$ cat config.mk
export PLATFORM = sky130hd
export DESIGN_NAME = mem_arbiter
export DESIGN_NICKNAME = d
export VERILOG_FILES = /design/src/rtl/mem_arb_pkg.sv /design/src/rtl/rr_picker.sv /design/src/rtl/mem_arbiter.sv
export SDC_FILE = /design/constraint.sdc
export NUM_CORES = 1
export LEC_CHECK = 0
export CORE_AREA = 2 2 106 108
export DETAILED_ROUTE_END_ITERATION = 7
export DIE_AREA = 0 0 108 110
export GPL_TIMING_DRIVEN = 0
export PLACE_DENSITY_LB_ADDON = 0.05
export SETUP_SLACK_MARGIN = 0.4
export SLEW_MARGIN = 10
export SYNTH_ARGS = -nofsm -noshare
export SYNTH_HDL_FRONTEND = slang
export SYNTH_HIERARCHICAL = 1
export SYNTH_SLANG_ARGS = --single-unit
$ cat constraint.sdc
create_clock -name clk -period 2.2 [get_ports clk]
set_input_delay 0.55 -clock clk [delete_from_list [all_inputs] [get_ports clk]]
set_output_delay 0.55 -clock clk [all_outputs]
set_load 0.02 [all_outputs]
$ cat src/rtl/mem_arb_pkg.sv
// Shared definitions for the memory arbiter: FSM state encoding and a
// constant-evaluable clog2 used to size index and counter registers.
package mem_arb_pkg;

    typedef enum logic {
        ST_IDLE = 1'b0,
        ST_BUSY = 1'b1
    } state_t;

    // Ceiling log2; returns 0 for values of 0 or 1
    function automatic int clog2(input int value);
        int result;
        result = 0;
        while ((1 << result) < value) begin
            result = result + 1;
        end
        return result;
    endfunction

endpackage

$ cat src/rtl/rr_picker.sv
// Round-robin request picker: finds the first active request at or above the
// rotating pointer, wrapping around to the lowest index when none is found above.
module rr_picker
    import mem_arb_pkg::*;
#(
    parameter int NREQ = 2,
    parameter int IW   = clog2(NREQ)
) (
    input  logic [NREQ-1:0] req,
    input  logic [IW-1:0]   rr_ptr,
    output logic            found,
    output logic [IW-1:0]   winner
);

    logic [NREQ-1:0] upper_req;

    // Requests at or above the pointer get first chance in this round
    always_comb begin
        upper_req = '0;
        for (int i = 0; i < NREQ; i++) begin
            upper_req[i] = req[i] && (IW'(i) >= rr_ptr);
        end
    end

    // Lowest active request overall, overridden by the lowest one at/above the pointer
    always_comb begin
        found  = |req;
        winner = '0;
        for (int i = NREQ - 1; i >= 0; i--) begin
            if (req[i]) begin
                winner = IW'(i);
            end
        end
        for (int i = NREQ - 1; i >= 0; i--) begin
            if (upper_req[i]) begin
                winner = IW'(i);
            end
        end
    end

endmodule

$ cat src/rtl/mem_arbiter.sv
// Shares one single-port combinational memory between NREQ masters.
// Round-robin grant, optional lock for multi-access sequences with a MAX_HOLD
// starvation limit, and a registered read-data return path.
module mem_arbiter
    import mem_arb_pkg::*;
#(
    parameter int NREQ     = 2,
    parameter int AW       = 32,
    parameter int DW       = 32,
    parameter int MAX_HOLD = 16
) (
    input  logic               clk,
    input  logic               reset,
    input  logic [NREQ-1:0]    req,
    input  logic [NREQ-1:0]    lock,
    input  logic [NREQ-1:0]    we,
    input  logic [NREQ*AW-1:0] addr,
    input  logic [NREQ*DW-1:0] wdata,
    output logic [NREQ-1:0]    gnt,
    output logic [NREQ-1:0]    rvalid,
    output logic [DW-1:0]      rdata,
    output logic [AW-1:0]      mem_addr,
    output logic [DW-1:0]      mem_wdata,
    output logic               mem_we,
    input  logic [DW-1:0]      mem_rdata
);

    localparam int IW = clog2(NREQ);
    localparam int HW = (clog2(MAX_HOLD) < 1) ? 1 : clog2(MAX_HOLD);
    localparam logic [HW-1:0] HOLD_LAST = HW'(MAX_HOLD - 1);

    state_t        state;
    logic [IW-1:0] owner;
    logic [IW-1:0] rr_ptr;
    logic [HW-1:0] hold_cnt;

    logic          busy;
    logic          own_req;
    logic          own_lock;
    logic          own_we;
    logic [AW-1:0] own_addr;
    logic [DW-1:0] own_wdata;
    logic          others_waiting;
    logic          release_own;
    logic          rearbitrate;
    logic          pick_found;
    logic [IW-1:0] pick_winner;
    logic [IW-1:0] next_ptr;

    assign busy = (state == ST_BUSY);

    // Select the current owner's request, lock, and access fields
    always_comb begin
        own_req   = 1'b0;
        own_lock  = 1'b0;
        own_we    = 1'b0;
        own_addr  = '0;
        own_wdata = '0;
        for (int i = 0; i < NREQ; i++) begin
            if (owner == IW'(i)) begin
                own_req   = req[i];
                own_lock  = lock[i];
                own_we    = we[i];
                own_addr  = addr[i*AW +: AW];
                own_wdata = wdata[i*DW +: DW];
            end
        end
    end

    // Grant is a one-hot decode of the registered owner while busy
    always_comb begin
        gnt = '0;
        for (int i = 0; i < NREQ; i++) begin
            gnt[i] = busy && (owner == IW'(i));
        end
    end

    // Owner gives up the memory when done, unlocked, or held too long against a waiting master
    always_comb begin
        others_waiting = |(req & ~gnt);
        release_own    = !own_req || !own_lock || ((hold_cnt == HOLD_LAST) && others_waiting);
        rearbitrate    = !busy || release_own;
    end

    rr_picker #(
        .NREQ (NREQ),
        .IW   (IW)
    ) u_picker (
        .req    (req),
        .rr_ptr (rr_ptr),
        .found  (pick_found),
        .winner (pick_winner)
    );

    assign next_ptr = (pick_winner == IW'(NREQ - 1)) ? '0 : pick_winner + IW'(1);

    // Memory side follows the owner directly; nothing is driven while idle
    always_comb begin
        mem_addr  = busy ? own_addr : '0;
        mem_wdata = busy ? own_wdata : '0;
        mem_we    = busy && own_req && own_we;
    end

    // Ownership FSM: re-arbitrate on release, otherwise count consecutive locked grants
    always_ff @(posedge clk or posedge reset) begin
        if (reset) begin
            state    <= ST_IDLE;
            owner    <= '0;
            rr_ptr   <= '0;
            hold_cnt <= '0;
        end else if (rearbitrate) begin
            hold_cnt <= '0;
            if (pick_found) begin
                state  <= ST_BUSY;
                owner  <= pick_winner;
                rr_ptr <= next_ptr;
            end else begin
                state <= ST_IDLE;
            end
        end else if (hold_cnt != HOLD_LAST) begin
            hold_cnt <= hold_cnt + HW'(1);
        end
    end

    // Capture read data for the owner's read and pulse its rvalid for one cycle
    always_ff @(posedge clk or posedge reset) begin
        if (reset) begin
            rdata  <= '0;
            rvalid <= '0;
        end else begin
            rvalid <= '0;
            if (busy && own_req && !own_we) begin
                rdata  <= mem_rdata;
                rvalid <= gnt;
            end
        end
    end

endmodule

# Word-level counts from Yosys, hierarchy flattened
# Index checks and enable logic that the tools add are counted.
# W data, S select, Z words.
[classes]
n_addsub = 2
order_cmp = 2
eq_ne = 2
n_mux = 16
bitwise = 3
reduce_logical = 19
[op_table]
columns = ["cell", "count"]
rows = [
  ["$mux W32", 4],
  ["$mux W1", 9],
  ["$logic_and A1 B1 Y1", 8],
  ["$mux W4", 2],
  ["$add A4 B1 Y4 const B", 1],
  ["$eq A4 B4 Y1 const B", 1],
  ["$logic_not A1 Y1", 4],
  ["$ne A4 B4 Y1 const B", 1],
  ["$reduce_or A2 Y1", 2],
  ["$logic_or A1 B1 Y1", 3],
  ["$and A2 B2 Y2", 1],
  ["$ge A1 B1 Y1 const A", 2],
  ["$mux W2", 1],
  ["$not A2 Y2", 1],
  ["$reduce_and A2 Y1", 1],
  ["$reduce_bool A2 Y1", 1],
  ["$add A1 B1 Y1 const B", 1],
  ["$not A1 Y1", 1],
]
[totals]
register_bits = 41
inputBits = 168
output_inout_bits = 101
wordCells = 50

# Longest topological paths before layout
[logic_depth]
ltp_word = 9
depth_mapped = 6
mapped_depth_nobuf = 5

# Cells and area by module
# Netlist, hierarchy kept.
[by_module_without_submodules]
columns = ["mod", "instances", "cells_per_inst", "area_each_um2", "seq_area_each_um2"]
rows = [
  ["mem_arbiter", 1, 262, 2952.8, 1026.0],
  ["rr_picker", 1, 3, 17.5, 0.0],
]

# Worst setup path before layout
# OpenSTA, ideal clock, no wires.
[synth_path]
kind = "register to output"
start = "register owner"
end = "output mem_wdata[15]"
arrival_time_ps = 1320
t_required_ps = 1650
slack_ps = 330
stages_incl_launch_ff = 6
n_path_buf = 3
cell_sequence = "dfrtp_1 -> buf_6 -> buf_4 -> buf_2 -> mux2i_1 -> nor2b_1"
[synth_via]
elab_chain_cells = 2
[synth_lines]
columns = ["element", "line", "rtl"]
rows = [
  ["start, declared", "mem_arbiter.sv:33", "logic [IW-1:0] owner;"],
  ["start signal, assigned", "mem_arbiter.sv:115", "owner <= pick_winner;"],
  ["$mux W32", "mem_arbiter.sv:60", "if (owner == IW'(i)) begin"],
  ["$mux W32", "mem_arbiter.sv:100", "mem_wdata = busy ? own_wdata : '0;"],
  ["end, declared", "mem_arbiter.sv:23", "output logic [DW-1:0] mem_wdata,"],
]
# No other way between the ends.

# Final worst setup path
[layout_path]
start = "register owner"
end = "output mem_addr[3]"
[layout_via]
elab_chain_cells = 2
[layout_lines]
columns = ["element", "line", "rtl"]
rows = [
  ["$mux W32", "mem_arbiter.sv:60", ""],
  ["$mux W32", "mem_arbiter.sv:99", "mem_addr = busy ? own_addr : '0;"],
  ["end, declared", "mem_arbiter.sv:22", "output logic [AW-1:0] mem_addr,"],
]
# No other way between the ends.

==> flow_summary_export.csv <==
group,metric,value,unit
timing,rsz0062_at_grt,"true",
grt,grt_start_max_net_pins,32,
grt,met1_usage,0.1927,
clock_tree,ctsHtreeMaxLevel,2,
route,vias_per_cell,4.378,
placement,port_buffers,268,
clock_tree,cts-hold-fix-buffers,0,
timing,period_minus_slack,2.102,ns
worst_setup_path,crit_type,"reg2out",
clock_tree,cts_tree,"built",
die,die_w,108,um
route,post_drt_wl_per_cell,16.39,um
timing,fmax,475.7,MHz
min_path,worst_hold_path_type,"reg2reg",
worst_setup_path,timing.reg2reg.setup_slack,0.42,ns
synthesis,synth_top_cell_area_share,0.3454,
synthesis,async_flop_share,1.000,
timing,setup_viol,0,
power,p_leak,0.003061,uW
placement,gp_congestion,0.8037,
synthesis,synthTopCellsByArea,"dfrtp_1, mux2i_1, mux2_4",
die,die_area,0.01188,mm2
finish,final_layout_size_suffix_gt1_frac,0.3443,
worst_setup_path,reg2reg_depth,8,
synthesis,synth-edff-count,0,
timing,timing.final.crit_share,0.9555,
power,total_power,4753,uW
grt,grtUsageMet2,0.3468,
finish,synthToLayoutAreaGrowth,118.5,%
die,row_count,38,
grt,grt.busiest_layer,"met2",
placement,pre_cts_ws,-0.5629,ns
clock_tree,cts_root_buf,"clkbuf_8",
synthesis,seq_area_frac_synth,0.3454,
die,dieHeight,110,um
synthesis,synth-adder-area-share,0.004212,
synthesis,synth_mux_area_frac,0.3867,
synthesis,netlist_area,0.002970,mm2
grt,antenna_found_initial,1,
synthesis,postSynthAreaPerCell,11.21,um2
power,p_per_area,732.4,mW/mm2
synthesis,synth_top_flop_cell,"dfrtp_1",
worst_setup_path,crit_start,"owner",
synthesis,synthXorXnorAreaFrac,0,
worst_setup_path,cp.required,1.65,ns
synthesis,synth-compound-area-share,0.03917,
die,core-area,0.01070,mm2
worst_setup_path,r2r-end,"rdata[22]",
synthesis,synth_top_family_by_area,"multiplexers",
clock_tree,cts_buffers,5,
worst_setup_path,rr_startpoint,"owner",
clock_tree,clockBufferDepth,2,
flow_run,maxCapViolations,0,
route,drt_iter0_drc,84,
grt,grt_pass1_vias,3238,
route,drtPass1Iterations,4,
route,vias,3148,
synthesis,synth.most_common_cell,"mux2i_1",
timing,max_slew.worst_pin.slew,0.3250,ns
die,pin_count,269,
finish,postLayoutCoreUtil,0.6067,
worst_setup_path,end_kind,"output pin",
grt,track_usage,0.1834,
placement,dp_hpwl,9406,um
timing,clock_skew,0.004645,ns
worst_setup_path,cp-endpoint,"mem_addr[3]",
synthesis,synth_common_cells,"mux2i_1, nor2b_1, dfrtp_1",
clock_tree,clkLatencyLatePin,0.29,ns
clock_tree,clkSlewWorstSetupHoldPaths,0.08,ns
route,antenna_left,0,
synthesis,ys_warn_count,6,
die,initial_core_util,0.2777,
synthesis,synth_cell_types,33,
synthesis,synth.ff_latch_count,41,
timing,relSlewSlack,0.7833,
timing,setup_slack,0.09780,ns
synthesis,synth_nets,434,
power,vdd_ir_drop_max,0.0003918,V
synthesis,yosysTopAreaCell,"dfrtp_1",
outcome,status,"finished clean",
grt,met3_usage,0.05761,
route,wl,11790,um
synthesis,syn-instance-count,265,
worst_setup_path,crit_arrival,1.55,ns
timing,finalMaxSlewViolations,0,
grt,overflow,0,
worst_setup_path,crit_fanout,6,
finish,fin_nets,746,
clock_tree,cts_sinks,41,
grt,grt_pass1_wl,16770,um
worst_setup_path,startpoint_type,"flip-flop",
route,remaining_drc_errors,0,
timing,hold_violations,0,
synthesis,synth-simple-area-share,0.1803,
-- report_power, final --
part | internal [uW] | switching [uW] | total, uW
Sequential | 982 | 114 | 1100
Clock | 369 | 261 | 629
Combinational | 1720 | 1310 | 3030
-- logic make-up after synthesis --
kind of cell    after synthesis
compound gates               14
fa+ha+maj                     1
buf+inv                      23
flops                        41
mux                          99
simple gates                 87
-- registers in the layout, summed over array words and instances, names as in the netlist --
register	count
rvalid	2
rr_ptr	1
owner	1
busy	1
rdata	32
hold_cnt	4
-- worst max-delay path, stage by stage (launching register included) --
cell     delay [ns]
dfrtp_1        0.40
buf_6          0.16
buf_12         0.15
buf_6          0.12
mux2i_1        0.11
nor2b_1        0.15
buf_4          0.17
-- worst min path at each step --
stage,slack (ns),end,cells after the start,start
6_report,0.50,rdata[4],1,rdata[4]
5_1_grt,0.52,rdata[21],2,reset
4_1_cts,0.51,rdata[4],1,rdata[4]
3_5_place_dp,0.49,rdata[4],1,rdata[4]
2_1_floorplan,0.50,rr_ptr,2,rr_ptr
3_3_place_gp,0.49,rdata[4],1,rdata[4]
-- cells in the final DEF, fill, tap and decap left out, types with 8 or more instances in the layout --
| cell type | n |
|---|---|
| buf_6 | 46 |
| clkdlybuf4s50_1 | 165 |
| mux2_4 | 31 |
| nor2b_1 | 48 |
| dlygate4sd2_1 | 32 |
| mux2i_1 | 56 |
| buf_12 | 8 |
| dfrtp_1 | 41 |
| nor2b_2 | 16 |
| mux2i_2 | 9 |
| buf_4 | 58 |
-- stage by stage --
| stage | cell area (um2) | hold slack, ns | TNS, ns | instances |
|---|---|---|---|---|
| after floorplan | 3010 | 0.4977 | 0 | 265 |
| after global placement | 5868 | 0.4866 | -22.62 | 673 |
| after detailed placement | 5888 | 0.4918 | -15.96 | 674 |
| after CTS | 6126 | 0.5065 | 0 | 699 |
| after global routing | 6490 | 0.5156 | 0 | 719 |
| final | 6490 | 0.5036 | 0 | 719 |
-- per-layer routing --
metal | wire length [um] | up-vias
li1 | - | 1536
met1 | 4084 | 1447
met5 | 0 | -
met4 | 322 | 0
met2 | 6328 | 146
met3 | 1051 | 19
-- cell type report --
cell class,count,area (um2)
clock inverter,2,37.54
inverter,4,15.01
multi-input combinational,201,1907
buffer,19,249.0
tap,140,175.2
antenna,1,2.502
sequential,41,1026
fill,940,4208
clock buffer,6,82.58
timing repair buffer,305,2995
-- repair_timing --
item	4_1_cts	5_1_grt
setup buffers	14	17
pin swaps	1	4
endpoints found under the setup margin	128	72
gates cloned	3	2
resized for setup	396	78
(Power assumes the default switching activity.)
